--- src/rtl/load_store_unit.sv ---
// Data-memory stage: turns a decoded load/store into one or two word beats on a
// req/ack bus and returns the lane-shifted, sign- or zero-extended load result.
module load_store_unit #(
  parameter bit SPLIT_MISALIGNED = 1'b1
) (
  input  logic        clk,
  input  logic        rst,
  input  logic        clk_enable,
  input  logic        op_valid,
  input  logic        op_store,
  input  logic [1:0]  op_size,
  input  logic        op_unsigned,
  input  logic [31:0] addr,
  input  logic [31:0] store_data,
  output logic        busy,
  output logic [31:0] load_data,
  output logic        load_valid,
  output logic        fault,
  output logic        mem_req,
  output logic        mem_we,
  output logic [29:0] mem_addr,
  output logic [31:0] mem_wdata,
  output logic [3:0]  mem_wmask,
  input  logic        mem_ack,
  input  logic [31:0] mem_rdata
);

  typedef enum logic [1:0] {IDLE, ACC0, ACC1, DONE} state_t;

  state_t      r_state, w_nextState;
  logic        r_store, r_unsigned;
  logic [1:0]  r_size;
  logic [31:0] r_addr, r_sdata, r_rbuf;

  logic        w_capture, w_busy, w_loadValid, w_fault, w_memReq, w_memWe;
  logic [29:0] w_memAddr;
  logic [31:0] w_memWdata, w_loadData, w_rbuf;
  logic [3:0]  w_memWmask;
  logic [3:0]  w_inMask, w_hiMask;
  logic [31:0] w_inData, w_hiData;

  function automatic logic [2:0] sizeBytes(input logic [1:0] size);
    case (size)
      2'd0:    return 3'd1;
      2'd1:    return 3'd2;
      default: return 3'd4;
    endcase
  endfunction

  function automatic logic crosses(input logic [1:0] off, input logic [1:0] size);
    return ({1'b0, off} + sizeBytes(size)) > 3'd4;
  endfunction

  // Lanes/data for both beats at once: low half is beat 0, high half is beat 1.
  function automatic logic [7:0] laneMask(input logic [1:0] off, input logic [1:0] size);
    logic [3:0] bm;
    case (size)
      2'd0:    bm = 4'h1;
      2'd1:    bm = 4'h3;
      default: bm = 4'hF;
    endcase
    return {4'b0, bm} << off;
  endfunction

  function automatic logic [63:0] laneData(input logic [1:0] off, input logic [31:0] data);
    return {32'b0, data} << {off, 3'b000};
  endfunction

  function automatic logic [31:0] extendLoad(input logic [63:0] raw, input logic [1:0] off,
                                             input logic [1:0] size, input logic uns);
    logic [31:0] w;
    w = 32'(raw >> {off, 3'b000});
    case (size)
      2'd0:    return uns ? {24'b0, w[7:0]}  : {{24{w[7]}}, w[7:0]};
      2'd1:    return uns ? {16'b0, w[15:0]} : {{16{w[15]}}, w[15:0]};
      default: return w;
    endcase
  endfunction

  always_comb begin
    w_inMask    = 4'(laneMask(addr[1:0], op_size));
    w_inData    = 32'(laneData(addr[1:0], store_data));
    w_hiMask    = 4'(laneMask(r_addr[1:0], r_size) >> 4);
    w_hiData    = 32'(laneData(r_addr[1:0], r_sdata) >> 32);
    w_nextState = r_state;
    w_capture   = 1'b0;
    w_memReq    = mem_req;
    w_memWe     = mem_we;
    w_memAddr   = mem_addr;
    w_memWdata  = mem_wdata;
    w_memWmask  = mem_wmask;
    w_loadValid = 1'b0;
    w_fault     = 1'b0;
    w_loadData  = load_data;
    w_rbuf      = r_rbuf;
    case (r_state)
      IDLE: begin
        if (op_valid) begin
          w_capture = 1'b1;
          if (!SPLIT_MISALIGNED && crosses(addr[1:0], op_size)) begin
            w_nextState = DONE;
            w_fault     = 1'b1;
          end else begin
            w_nextState = ACC0;
            w_memReq    = 1'b1;
            w_memWe     = op_store;
            w_memAddr   = addr[31:2];
            w_memWmask  = w_inMask;
            w_memWdata  = w_inData;
          end
        end
      end
      ACC0: begin
        if (mem_ack) begin
          if (crosses(r_addr[1:0], r_size)) begin
            w_nextState = ACC1;
            w_rbuf      = mem_rdata;
            w_memAddr   = r_addr[31:2] + 30'd1;
            w_memWmask  = w_hiMask;
            w_memWdata  = w_hiData;
          end else begin
            w_nextState = DONE;
            w_memReq    = 1'b0;
            w_memWe     = 1'b0;
            if (!r_store) begin
              w_loadValid = 1'b1;
              w_loadData  = extendLoad({32'b0, mem_rdata}, r_addr[1:0], r_size, r_unsigned);
            end
          end
        end
      end
      ACC1: begin
        if (mem_ack) begin
          w_nextState = DONE;
          w_memReq    = 1'b0;
          w_memWe     = 1'b0;
          if (!r_store) begin
            w_loadValid = 1'b1;
            w_loadData  = extendLoad({mem_rdata, r_rbuf}, r_addr[1:0], r_size, r_unsigned);
          end
        end
      end
      default: w_nextState = IDLE;
    endcase
    w_busy = (w_nextState != IDLE);
  end

  always_ff @(posedge clk or posedge rst) begin
    if (rst) begin
      r_state    <= IDLE;
      busy       <= 1'b0;
      load_valid <= 1'b0;
      fault      <= 1'b0;
      mem_req    <= 1'b0;
      mem_we     <= 1'b0;
      load_data  <= 32'b0;
      mem_addr   <= 30'b0;
      mem_wdata  <= 32'b0;
      mem_wmask  <= 4'b0;
      r_rbuf     <= 32'b0;
    end else if (clk_enable) begin
      r_state    <= w_nextState;
      busy       <= w_busy;
      load_valid <= w_loadValid;
      fault      <= w_fault;
      mem_req    <= w_memReq;
      mem_we     <= w_memWe;
      load_data  <= w_loadData;
      mem_addr   <= w_memAddr;
      mem_wdata  <= w_memWdata;
      mem_wmask  <= w_memWmask;
      r_rbuf     <= w_rbuf;
    end
  end

  always_ff @(posedge clk or posedge rst) begin
    if (rst) begin
      r_store    <= 1'b0;
      r_unsigned <= 1'b0;
      r_size     <= 2'b0;
      r_addr     <= 32'b0;
      r_sdata    <= 32'b0;
    end else if (clk_enable && w_capture) begin
      r_store    <= op_store;
      r_unsigned <= op_unsigned;
      r_size     <= op_size;
      r_addr     <= addr;
      r_sdata    <= store_data;
    end
  end

endmodule

--- config.mk ---
export PLATFORM = sky130hd
export DESIGN_NAME = load_store_unit
export DESIGN_NICKNAME = d
export VERILOG_FILES = /design/src/rtl/load_store_unit.sv
export SDC_FILE = /design/constraint.sdc
export NUM_CORES = 1
export LEC_CHECK = 0
export ABC_AREA = 0
export BUFFER_PORTS_ARGS = -buffer_cell sky130_fd_sc_hd__clkbuf_2
export CAP_MARGIN = 40
export CORE_ASPECT_RATIO = 1.2
export CORE_MARGIN = 10
export CORE_UTILIZATION = 51
export CTS_BUF_LIST = sky130_fd_sc_hd__clkbuf_4 sky130_fd_sc_hd__clkbuf_8 sky130_fd_sc_hd__clkbuf_16
export DETAILED_ROUTE_END_ITERATION = 6
export PLACE_DENSITY = 0.77
export SLEW_MARGIN = 15
export SYNTH_ARGS = -nofsm -noshare
export SYNTH_HDL_FRONTEND = slang
export SYNTH_SLANG_ARGS = --single-unit
--- constraint.sdc ---
create_clock -name clk -period 7.6 [get_ports clk]
set_clock_uncertainty 0.05 [all_clocks]
set_input_delay 2.28 -clock clk [delete_from_list [all_inputs] [get_ports clk]]
set_output_delay 2.28 -clock clk [all_outputs]
set_load 0.01 [all_outputs]
==> results of run 1 <==
==> layer usage <==
metal / global-route usage, % / wire length [µm]
met5: 0 / 16
met4: 7.037 / 760
met3: 7.234 / 2946
met2: 36.48 / 15530
met1: 26.02 / 12010
==> critical path, stage by stage <==
cell and delay (ns):
clkbuf_2 0.36, or2_2 0.56, nor2_1 0.60, a21oi_1 0.15, o21ai_0 0.19
==> how the worst max path moves through the flow <==
stage / startpoint / end / slack (ns)
floorplan: rst / busy / 2.74
global placement: addr[1] / mem_wdata[1] / 3.42
detailed placement: addr[1] / mem_wdata[6] / 3.29
CTS: addr[1] / mem_wdata[6] / 3.74
global route: addr[1] / mem_wdata[7] / 3.57
finish: addr[1] / mem_wdata[6] / 3.75
==> state kept, by name (all words and copies together) (netlist names), 2 cells and up <==
signal,cells
r_state,2
r_rbuf,32
r_sdata,24
mem_wdata,32
mem_wmask,4
mem_addr,30
r_addr,32
load_data,32
r_size,2
==> layout make-up <==
cell class	count	area, µm²
Fill cell	1794	8660
Inverter	13	52.55
Multi-Input combinational cell	728	5802
Timing Repair Buffer	225	1224
Tap cell	274	342.8
Clock inverter	10	90.09
Sequential cell	196	4910
Clock buffer	22	475.5
==> power groups by stage <==
stage                     Combinational [mW]  Clock [mW]  Sequential [mW]
final                                   2.69       0.878             1.97
after global routing                    2.97       0.938             2.03
after CTS                               2.71       0.894             1.96
after detailed placement                2.70           0             1.97
after global placement                  2.63           0             1.95
after floorplan                         1.92           0             1.94
==> through the flow <==
| step | util [%] | cells | area (µm²) |
|---|---|---|---|
| CTS | 59.83 | 1468 | 12900 |
| detailed placement | 57.20 | 1436 | 12330 |
| global placement | 56.89 | 1432 | 12260 |
| global route | 59.83 | 1468 | 12900 |
| finish | 59.83 | 1468 | 12900 |
| floorplan | - | 1018 | 11120 |
==> cells in the final DEF, fill, tap and decap left out, types with 4 or more instances in the layout <==
master       n
clkbuf_2   206
dfrtp_1    194
mux2_2     110
nand2_1    105
o21ai_0     76
mux2i_1     51
a21oi_1     42
mux4_2      40
nor2_1      38
nand3_1     32
xnor2_1     24
a22oi_1     23
a22o_1      17
clkbuf_16   17
o22ai_1     15
buf_4       15
nor2b_1     13
nor4_1      12
inv_1       10
o21a_1       9
o31ai_1      9
nand4_1      9
nand2b_1     8
nor3_1       8
o221ai_1     8
a21o_1       7
ha_1         7
a211oi_1     6
a2111oi_0    6
xor2_1       5
and4_1       5
o211ai_1     4
a221oi_1     4
buf_12       4
==> kinds of logic (layout without fill, tap and decap cells) <==
kind of cell               Yosys count  count (layout)
xor gates and xnor gates            29              29
muxes                              201             201
DFF                                196             196
AOI/OAI and AO/OA                  245             245
and+or+nand+nor                    244             244
adders and majority gates            8               8
other                                1               1
buffers and inverters               94             270
==> impl_metrics.json, run 1 <==
{
  "clock_power_share_pct": 15.9,
  "insertion_delay_ns": 0.43,
  "synth_top_cells_by_count": "dfrtp_1 (196), mux2_2 (110), nand2_1 (105)",
  "p_switching_mw": 2.292,
  "num_rows": 59,
  "synth.distinct_cells": 57,
  "p_int_mw": 3.243,
  "seqPwrFrac_pct": 35.5,
  "fin_crit_sh_pct": 50.63,
  "synth_nets": 1131,
  "hold_start": "load_data[7]",
  "htreeDepth": 4,
  "grt_pass1_wl_um": 50240,
  "period_needed_ns": 3.848,
  "hpwl_um": 22010,
  "synth_compound_area_share_pct": 14.47,
  "crit_type": "input port to flip-flop",
  "r2r_setup_slack_ns": 4.08,
  "rr_worst_depth": 8,
  "drv_cap": 0,
  "outcome": "completed",
  "r2r-start": "r_addr[1]",
  "area_growth_pct": 16.03,
  "cts_tree": "built",
  "die_area_um2": 28120,
  "synthesis.area_um2": 11110,
  "wl_per_cell_um": 21.29,
  "cts_made_buffers": 17,
  "overflow": 0,
  "ctsHoldBuffers": 0,
  "nets": 1294,
  "drcViolationCount": 0,
  "synth-adder-area-share_pct": 0.9681,
  "viasPerCell": 6.114,
  "comb_power_share_pct": 48.6,
  "synthXorXnorAreaFrac_pct": 2.285,
  "yosys-top-cells-area": "dfrtp_1 (44%), mux2_2 (11%), mux4_2 (8.1%)",
  "setup_ws_ns": 3.752,
  "setup_viol": 0,
  "path_clk_slew_ns": 0.08,
  "worstMarginPinSlew_ns": 0.8430,
  "synth_top_area_share_pct": 44.13,
  "root_buffer": "clkbuf_16",
  "core_area_um2": 21560,
  "ys.flop_type": "dfrtp_1",
  "cts_setup_buffers": 0,
  "drive_gt1_share_pct": 35.43,
  "yosysSeqAreaShare_pct": 44.13,
  "route.vias.total": 8976,
  "die_w_um": 154.8,
  "avgSynthCellArea_um2": 10.92,
  "rsz0062_at_grt": "no",
  "syn_inst": 1018,
  "crit_fanout": 26,
  "p_leak_nw": 5.737,
  "slew_viol_final": 0,
  "yosys_warnings": 0,
  "ys_seq_elements": 196,
  "hold_viol": 0,
  "synth-simple-area-share_pct": 10.29,
  "pre_cts_ws_ns": 3.292,
  "die_h_um": 181.7,
  "total_power_mw": 5.535,
  "drt_iter0_markers": 534,
  "ant_nets": 0,
  "synth_top_area_cell": "dfrtp_1",
  "crit_required_ns": 7.90,
  "antenna_found_initial": 2,
  "slew_headroom_pct": 43.45,
  "max_freq_ghz": 0.2599,
  "grt_max_degree": 91,
  "io_buffers": 206,
  "synth_top_family_by_area": "multiplexers",
  "holdPathEnd": "load_data[7]",
  "cts_resized": 0,
  "cp-start-kind": "input port",
  "ios": 208,
  "diodes": 0,
  "routed_wl_um": 31260,
  "initial_core_util_pct": 51.56,
  "cts_num_sinks": 196,
  "grt.total_usage_pct": 21.86,
  "grt_pass1_vias": 9202,
  "fin_hold_ws_ns": 0.4288,
  "drtPass1Iterations": 7,
  "synth-edff-count": 0,
  "hold_path_class": "flip-flop to flip-flop",
  "switching_share_pct": 41.40,
  "place.gp.congestion": 0.9092,
  "hold_depth": 2,
  "end_kind": "flip-flop",
  "ir_drop_uv": 204.2,
  "ys_async_sr_fraction_pct": 100.0,
  "r2r_end": "load_data[15]",
  "clock_path_buffers": 2,
  "p_per_area_nw_per_um2": 429.2,
  "muxShareOfSynthArea_pct": 23.84,
  "cp.arrival_ns": 4.15,
  "setup_tns_ns": 0,
  "synth.most_common_cell": "dfrtp_1"
}
Note: power is estimated with default switching activity, not from simulation.
==> run 2, diff against run 1 <==
--- a/config.mk
+++ b/config.mk
@@ -5,15 +5,15 @@
 export SDC_FILE = /design/constraint.sdc
 export NUM_CORES = 1
 export LEC_CHECK = 0
-export ABC_AREA = 0
+export ABC_AREA = 1
 export BUFFER_PORTS_ARGS = -buffer_cell sky130_fd_sc_hd__clkbuf_2
 export CAP_MARGIN = 40
 export CORE_ASPECT_RATIO = 1.2
 export CORE_MARGIN = 10
-export CORE_UTILIZATION = 51
+export CORE_UTILIZATION = 57
 export CTS_BUF_LIST = sky130_fd_sc_hd__clkbuf_4 sky130_fd_sc_hd__clkbuf_8 sky130_fd_sc_hd__clkbuf_16
 export DETAILED_ROUTE_END_ITERATION = 6
-export PLACE_DENSITY = 0.77
+export PLACE_DENSITY = 0.81
 export SLEW_MARGIN = 15
 export SYNTH_ARGS = -nofsm -noshare
 export SYNTH_HDL_FRONTEND = slang
==> constraint.sdc (replaced) <==
create_clock -name clk -period 3.7 [get_ports clk]
set_clock_uncertainty 0.05 [all_clocks]
set_input_delay 1.11 -clock clk [delete_from_list [all_inputs] [get_ports clk]]
set_output_delay 1.11 -clock clk [all_outputs]
set_load 0.01 [all_outputs]
==> run 2 against run 1 <==
Effect of this change:
- worst hold slack worse by 0.0052 ns
- synthesized area up 2.5%
- highest routed layer is now met4
- register-to-register slack worse by 3.3 ns
- largest power group unchanged
==> impl_metrics.json, run 2 <==
{
  "outcome": "completed",
  "root_buffer": "clkbuf_16",
  "ctsHoldBuffers": 0,
  "dp_cells": 2025,
  "path_clk_slew_ns": 0.07,
  "fin_crit_sh_pct": 80.10,
  "cts_resized": 0,
  "cp.arrival_ns": 3.29,
  "syn_inst": 1633,
  "ios": 208,
  "final-instance-count-excl-fill": 2059,
  "p_leak_nw": 6.790,
  "yosys_warnings": 0,
  "path_depth": 7,
  "period_needed_ns": 2.964,
  "crit_required_ns": 4.03,
  "route.vias.total": 11650,
  "place.gp.congestion": 0.9834,
  "area_growth_pct": 14.87,
  "die_h_um": 174.9,
  "cts_setup_buffers": 0,
  "cp_top_family": "simple AND/OR/NAND/NOR gates",
  "yosys-top-cells-area": "dfrtp_1 (43%), nand2_1 (19%), o21ai_0 (8.0%)",
  "synthesis.area_um2": 11390,
  "ant_nets": 0,
  "synth_nets": 1746,
  "synth.most_common_cell": "nand2_1",
  "mostFrequentLayoutCells": "nand2_1 (567), clkbuf_2 (206), dfrtp_1 (195)",
  "path_buf_inv": 1,
  "r2r_end": "load_data[31]",
  "io_buffers": 206,
  "synth.distinct_cells": 38,
  "hold_path_class": "flip-flop to flip-flop",
  "htreeDepth": 4,
  "hold_viol": 0,
  "p_per_area_nw_per_um2": 872.5,
  "crit_type": "flip-flop to flip-flop",
  "ys.flop_type": "dfrtp_1",
  "synth-edff-count": 0,
  "drtPass1Iterations": 6,
  "setup_viol": 0,
  "grt_pass1_vias": 11150,
  "insertion_delay_ns": 0.44,
  "grt_pass1_wl_um": 58140,
  "setup_ws_ns": 0.7361,
  "cts_made_buffers": 17,
  "routed_wl_um": 36210,
  "drv_cap": 0,
  "initial_core_util_pct": 58.06,
  "die_w_um": 149.1,
  "num_rows": 56,
  "grt_max_degree": 130,
  "synth_top_area_cell": "dfrtp_1",
  "max_stage_delay_ns": 0.75,
  "postLayoutCoreUtil_pct": 66.70,
  "layout_commonest_cell": "nand2_1",
  "max_freq_ghz": 0.3374,
  "synth_top_area_share_pct": 43.06,
  "holdPathEnd": "load_data[3]",
  "r2r-start": "r_addr[0]",
  "rsz0062_at_grt": "no",
  "cpMaxStageDelayCell": "buf_4",
  "die_area_um2": 26060,
  "slew_viol_final": 0,
  "fill_cells": 1752,
  "setup_tns_ns": 0,
  "nets": 1896,
  "yosysSeqAreaShare_pct": 43.06,
  "core_area_um2": 19620,
  "antenna_found_initial": 1,
  "ys_seq_elements": 196,
  "crit_chain": "buf_4 > o21ai_0 > nand2_1 > nand3_1 > nand4_1 > nand3_1 > nand2_1",
  "pre_cts_ws_ns": 0.8445,
  "cts_tree": "built",
  "cp-start-kind": "flip-flop",
  "r2r_setup_slack_ns": 0.74,
  "overflow": 0,
  "worstMarginPinSlew_ns": 0.9023,
  "drt_iter0_markers": 1122,
  "drive_gt1_share_pct": 16.26,
  "end_kind": "flip-flop",
  "slew_headroom_pct": 39.84,
  "ir_drop_uv": 457.7,
  "cts_num_sinks": 196,
  "ys_async_sr_fraction_pct": 100.0,
  "avgSynthCellArea_um2": 6.975,
  "rr_worst_depth": 7,
  "drcViolationCount": 0,
  "hold_start": "load_data[3]",
  "clock_path_buffers": 2,
  "viasPerCell": 5.660,
  "hpwl_um": 26260,
  "crit_fanout": 107,
  "grt.total_usage_pct": 27.63,
  "wl_per_cell_um": 17.59,
  "synth_top_cells_by_count": "nand2_1 (568), dfrtp_1 (196), o21ai_0 (183)",
  "hold_depth": 2
}
run 2: area by class of cell:
type	instances	area [µm²]	share of cell area, %
repair buffers	230	1224	9.352
well taps	261	326.6	2.496
clock inverters	13	136.4	1.042
inverters	128	484.2	3.701
multi-input cells	1210	5554	42.45
diodes	2	5.005	0.03825
clock buffers	19	446.7	3.414
flip-flops and latches	196	4908	37.51
run 2: cells by family (layout without fill, tap and decap cells):
family,Yosys count,after routing,synth area share [%]
other cells,1,3,0.03292
mux,13,13,1.285
flops,196,196,43.06
compound gates,308,308,14.39
fa+ha+maj,8,8,0.9446
buf+inv,227,390,8.359
xor+xnor,7,7,0.5382
simple gates,873,873,31.39
run 2: metal layers:
layer | track usage [%] | part of all wire, % | wire (µm) | vias up
met2 | 44.47 | 48 | 17330 | 535
met4 | 14.00 | 5.0 | 1804 | 0
met1 | 34.43 | 39 | 14280 | 5416
met5 | 0 | 0 | 0 | -
li1 | - | - | - | 5596
met3 | 5.557 | 7.7 | 2792 | 107
run 2: how the worst max path moves through the flow:
| stage | start | endpoint | slack, ns |
|---|---|---|---|
| after floorplan | rst | busy | 0.008 |
| after global placement | r_addr[0] | load_data[26] | 0.85 |
| after detailed placement | r_size[1] | mem_wmask[2] | 0.84 |
| after CTS | r_addr[0] | load_data[31] | 0.81 |
| after global routing | r_addr[0] | load_data[31] | 0.54 |
| final | r_addr[0] | load_data[31] | 0.74 |
run 2: worst register-to-register path, stage by stage (launching register included):
cell and delay, ns:
dfrtp_4 0.63, buf_4 0.75, o21ai_0 0.31, nand2_1 0.14, nand3_1 0.52, nand4_1 0.29, nand3_1 0.13, nand2_1 0.09
run 2: per-stage QoR:
step | total power [mW] | instance area, µm² | hold slack [ns]
final | 11.42 | 13090 | 0.4236
after global routing | 12.33 | 13080 | 0.4447
after CTS | 11.38 | 13080 | 0.4305
after detailed placement | 9.481 | 12500 | 0.4138
after global placement | 9.349 | 12500 | 0.4055
after floorplan | 7.662 | 11390 | 0.4030
run 2: report_power, final:
part / switching (mW) / leakage (nW) / internal (mW) / total [mW]
Clock: 0.897 / 0.291 / 0.978 / 1.88
Combinational: 3.71 / 4.07 / 1.89 / 5.60
Sequential: 0.809 / 2.43 / 3.13 / 3.94
Total: 5.42 / 6.79 / 6.00 / 11.4
==> run 3, diff against run 2 <==
--- a/config.mk
+++ b/config.mk
@@ -5,15 +5,15 @@
 export SDC_FILE = /design/constraint.sdc
 export NUM_CORES = 1
 export LEC_CHECK = 0
-export ABC_AREA = 1
+export ABC_AREA = 0
 export BUFFER_PORTS_ARGS = -buffer_cell sky130_fd_sc_hd__clkbuf_2
 export CAP_MARGIN = 40
 export CORE_ASPECT_RATIO = 1.2
 export CORE_MARGIN = 10
-export CORE_UTILIZATION = 57
+export CORE_UTILIZATION = 56
 export CTS_BUF_LIST = sky130_fd_sc_hd__clkbuf_4 sky130_fd_sc_hd__clkbuf_8 sky130_fd_sc_hd__clkbuf_16
 export DETAILED_ROUTE_END_ITERATION = 6
-export PLACE_DENSITY = 0.81
+export PLACE_DENSITY = 0.8
 export SLEW_MARGIN = 15
 export SYNTH_ARGS = -nofsm -noshare
 export SYNTH_HDL_FRONTEND = slang
==> constraint.sdc (replaced) <==
create_clock -name clk -period 3.09 [get_ports clk]
set_clock_uncertainty 0.05 [all_clocks]
set_input_delay 0.927 -clock clk [delete_from_list [all_inputs] [get_ports clk]]
set_output_delay 0.927 -clock clk [all_outputs]
set_load 0.01 [all_outputs]
==> run 3 against run 2 <==
Effect of this change:
- via count shrank 21%
- total power up 21%
- clock power rose by 15%
- routed wire length is 12% lower
- die area fell by 0.60%
- sequential power rose by 21%
- sequential share of layout area rose by 0.096 points
- sequential cell count stayed put
- worst hold slack worse by 0.032 ns
- global-route usage is 2.9 points lower
- combinational power up 23%
- maximum frequency is 9.5% higher
- highest routed layer unchanged
==> impl_metrics.json, run 3 (same netlist as run 1, synthesis figures left out) <==
{
  "core_area_um2": 19550,
  "nets": 1309,
  "route.vias.total": 9264,
  "p_leak_nw": 5.826,
  "ctsHoldBuffers": 0,
  "area_growth_pct": 17.46,
  "slew_headroom_pct": 41.57,
  "max_freq_ghz": 0.3696,
  "die_h_um": 174.3,
  "cp-start-kind": "flip-flop",
  "slew_viol_final": 0,
  "clock_path_buffers": 2,
  "p_int_mw": 8.068,
  "comb_power_share_pct": 49.8,
  "crit_fanout": 24,
  "hpwl_um": 22750,
  "cts_tree": "built",
  "drtPass1Iterations": 6,
  "max_stage_delay_ns": 0.38,
  "fin_crit_sh_pct": 87.56,
  "cp_top_family": "compound AO/OA/AOI/OAI gates",
  "setup_viol": 0,
  "drcViolationCount": 0,
  "die_area_um2": 25910,
  "ir_drop_uv": 598.4,
  "grt_pass1_vias": 9629,
  "viasPerCell": 6.289,
  "place.gp.congestion": 0.8811,
  "layout_commonest_cell": "clkbuf_2",
  "htreeDepth": 4,
  "hold_viol": 0,
  "grt.total_usage_pct": 24.75,
  "crit_chain": "nor2_1 > ha_1 > inv_1 > fa_1 > xnor2_1 > nand2_1 > a21o_2 > buf_4 > o41ai_1",
  "ios": 208,
  "wl_per_cell_um": 21.73,
  "p_per_area_nw_per_um2": 1060,
  "p_switching_mw": 5.768,
  "end_kind": "flip-flop",
  "crit_required_ns": 3.37,
  "setup_ws_ns": 0.3843,
  "crit_type": "flip-flop to flip-flop",
  "hold_path_class": "input port to async pin",
  "ant_nets": 0,
  "cp.arrival_ns": 2.98,
  "cts_resized": 0,
  "overflow": 0,
  "grt_max_degree": 88,
  "num_rows": 56,
  "path_clk_slew_ns": 0.07,
  "root_buffer": "clkbuf_16",
  "path_buf_inv": 2,
  "drt_iter0_markers": 769,
  "initial_core_util_pct": 56.85,
  "insertion_delay_ns": 0.45,
  "die_w_um": 148.6,
  "cts_num_sinks": 196,
  "total_power_mw": 13.84,
  "clock_power_share_pct": 15.7,
  "mostFrequentLayoutCells": "clkbuf_2 (206), dfrtp_1 (194), mux2_2 (110)",
  "path_depth": 9,
  "rsz0062_at_grt": "no",
  "rr_worst_depth": 9,
  "routed_wl_um": 32010,
  "seqPwrFrac_pct": 34.4,
  "io_buffers": 206,
  "period_needed_ns": 2.706,
  "fill_cells": 1501,
  "cts_made_buffers": 17,
  "worstMarginPinSlew_ns": 0.8747,
  "switching_share_pct": 41.69,
  "cts_setup_buffers": 0,
  "grt_pass1_wl_um": 51740,
  "outcome": "completed",
  "drive_gt1_share_pct": 36.23,
  "drv_cap": 0,
  "antenna_found_initial": 2,
  "pre_cts_ws_ns": 0.3766,
  "cpMaxStageDelayCell": "dfrtp_1"
}
-- run 3: cell count changes in the layout (fill, tap and decap cells not counted), moves of 51 or more --
cell / before / now
nand2_1: 567 / 105
nand3_1: 146 / 32
inv_1: 119 / 10
o21ai_0: 183 / 76
mux2_2: 13 / 110
nor2_1: 118 / 38
mux2i_1: 0 / 51
-- run 3: area by class of cell --
| cell class | count | area [µm²] | share of cell area (%) |
|---|---|---|---|
| repair buffers | 240 | 1386 | 10.62 |
| clock buffers | 18 | 432.9 | 3.316 |
| multi-input cells | 728 | 5802 | 44.44 |
| well taps | 261 | 326.6 | 2.501 |
| flip-flops and latches | 196 | 4910 | 37.61 |
| diodes | 3 | 7.507 | 0.05750 |
| inverters | 13 | 52.55 | 0.4025 |
| clock inverters | 14 | 137.6 | 1.054 |
-- run 3: layer usage --
layer,GRT usage (%),wire length (µm)
met1,29.20,11910
met2,41.13,16160
met3,7.768,3015
met4,9.471,924
met5,0,0
-- run 3: worst paths after layout --
path | from | to | slack (ns)
worst max-delay path | r_size[0] | mem_wmask[3] | 0.38
worst min register to register | load_data[28] | load_data[28] | 0.43
min in group clk | load_data[28] | load_data[28] | 0.43
worst min-delay path | rst | mem_we | 0.39
max in group asynchronous | rst | r_addr[26] | 1.97
worst max register to register | r_size[0] | mem_wmask[3] | 0.38
-- run 3: power groups by stage --
stage	logic [mW]	registers (mW)	clock network, mW
2_1_floorplan	4.73	4.76	0
3_3_place_gp	6.71	4.71	0
3_5_place_dp	6.88	4.77	0
4_1_cts	6.92	4.74	2.21
5_1_grt	7.56	4.92	2.31
6_report	6.89	4.77	2.17
-- run 3: through the flow --
step | cells | util, % | instance area (µm²) | TNS, ns | hold slack (ns)
2_1_floorplan | 1018 | - | 11120 | -82.20 | 0.4237
3_3_place_gp | 1438 | 63.82 | 12480 | 0 | 0.4109
3_5_place_dp | 1438 | 63.82 | 12480 | 0 | 0.4162
4_1_cts | 1470 | 66.74 | 13050 | 0 | 0.3863
5_1_grt | 1472 | 66.77 | 13050 | 0 | 0.3935
6_report | 1473 | 66.78 | 13060 | 0 | 0.3919
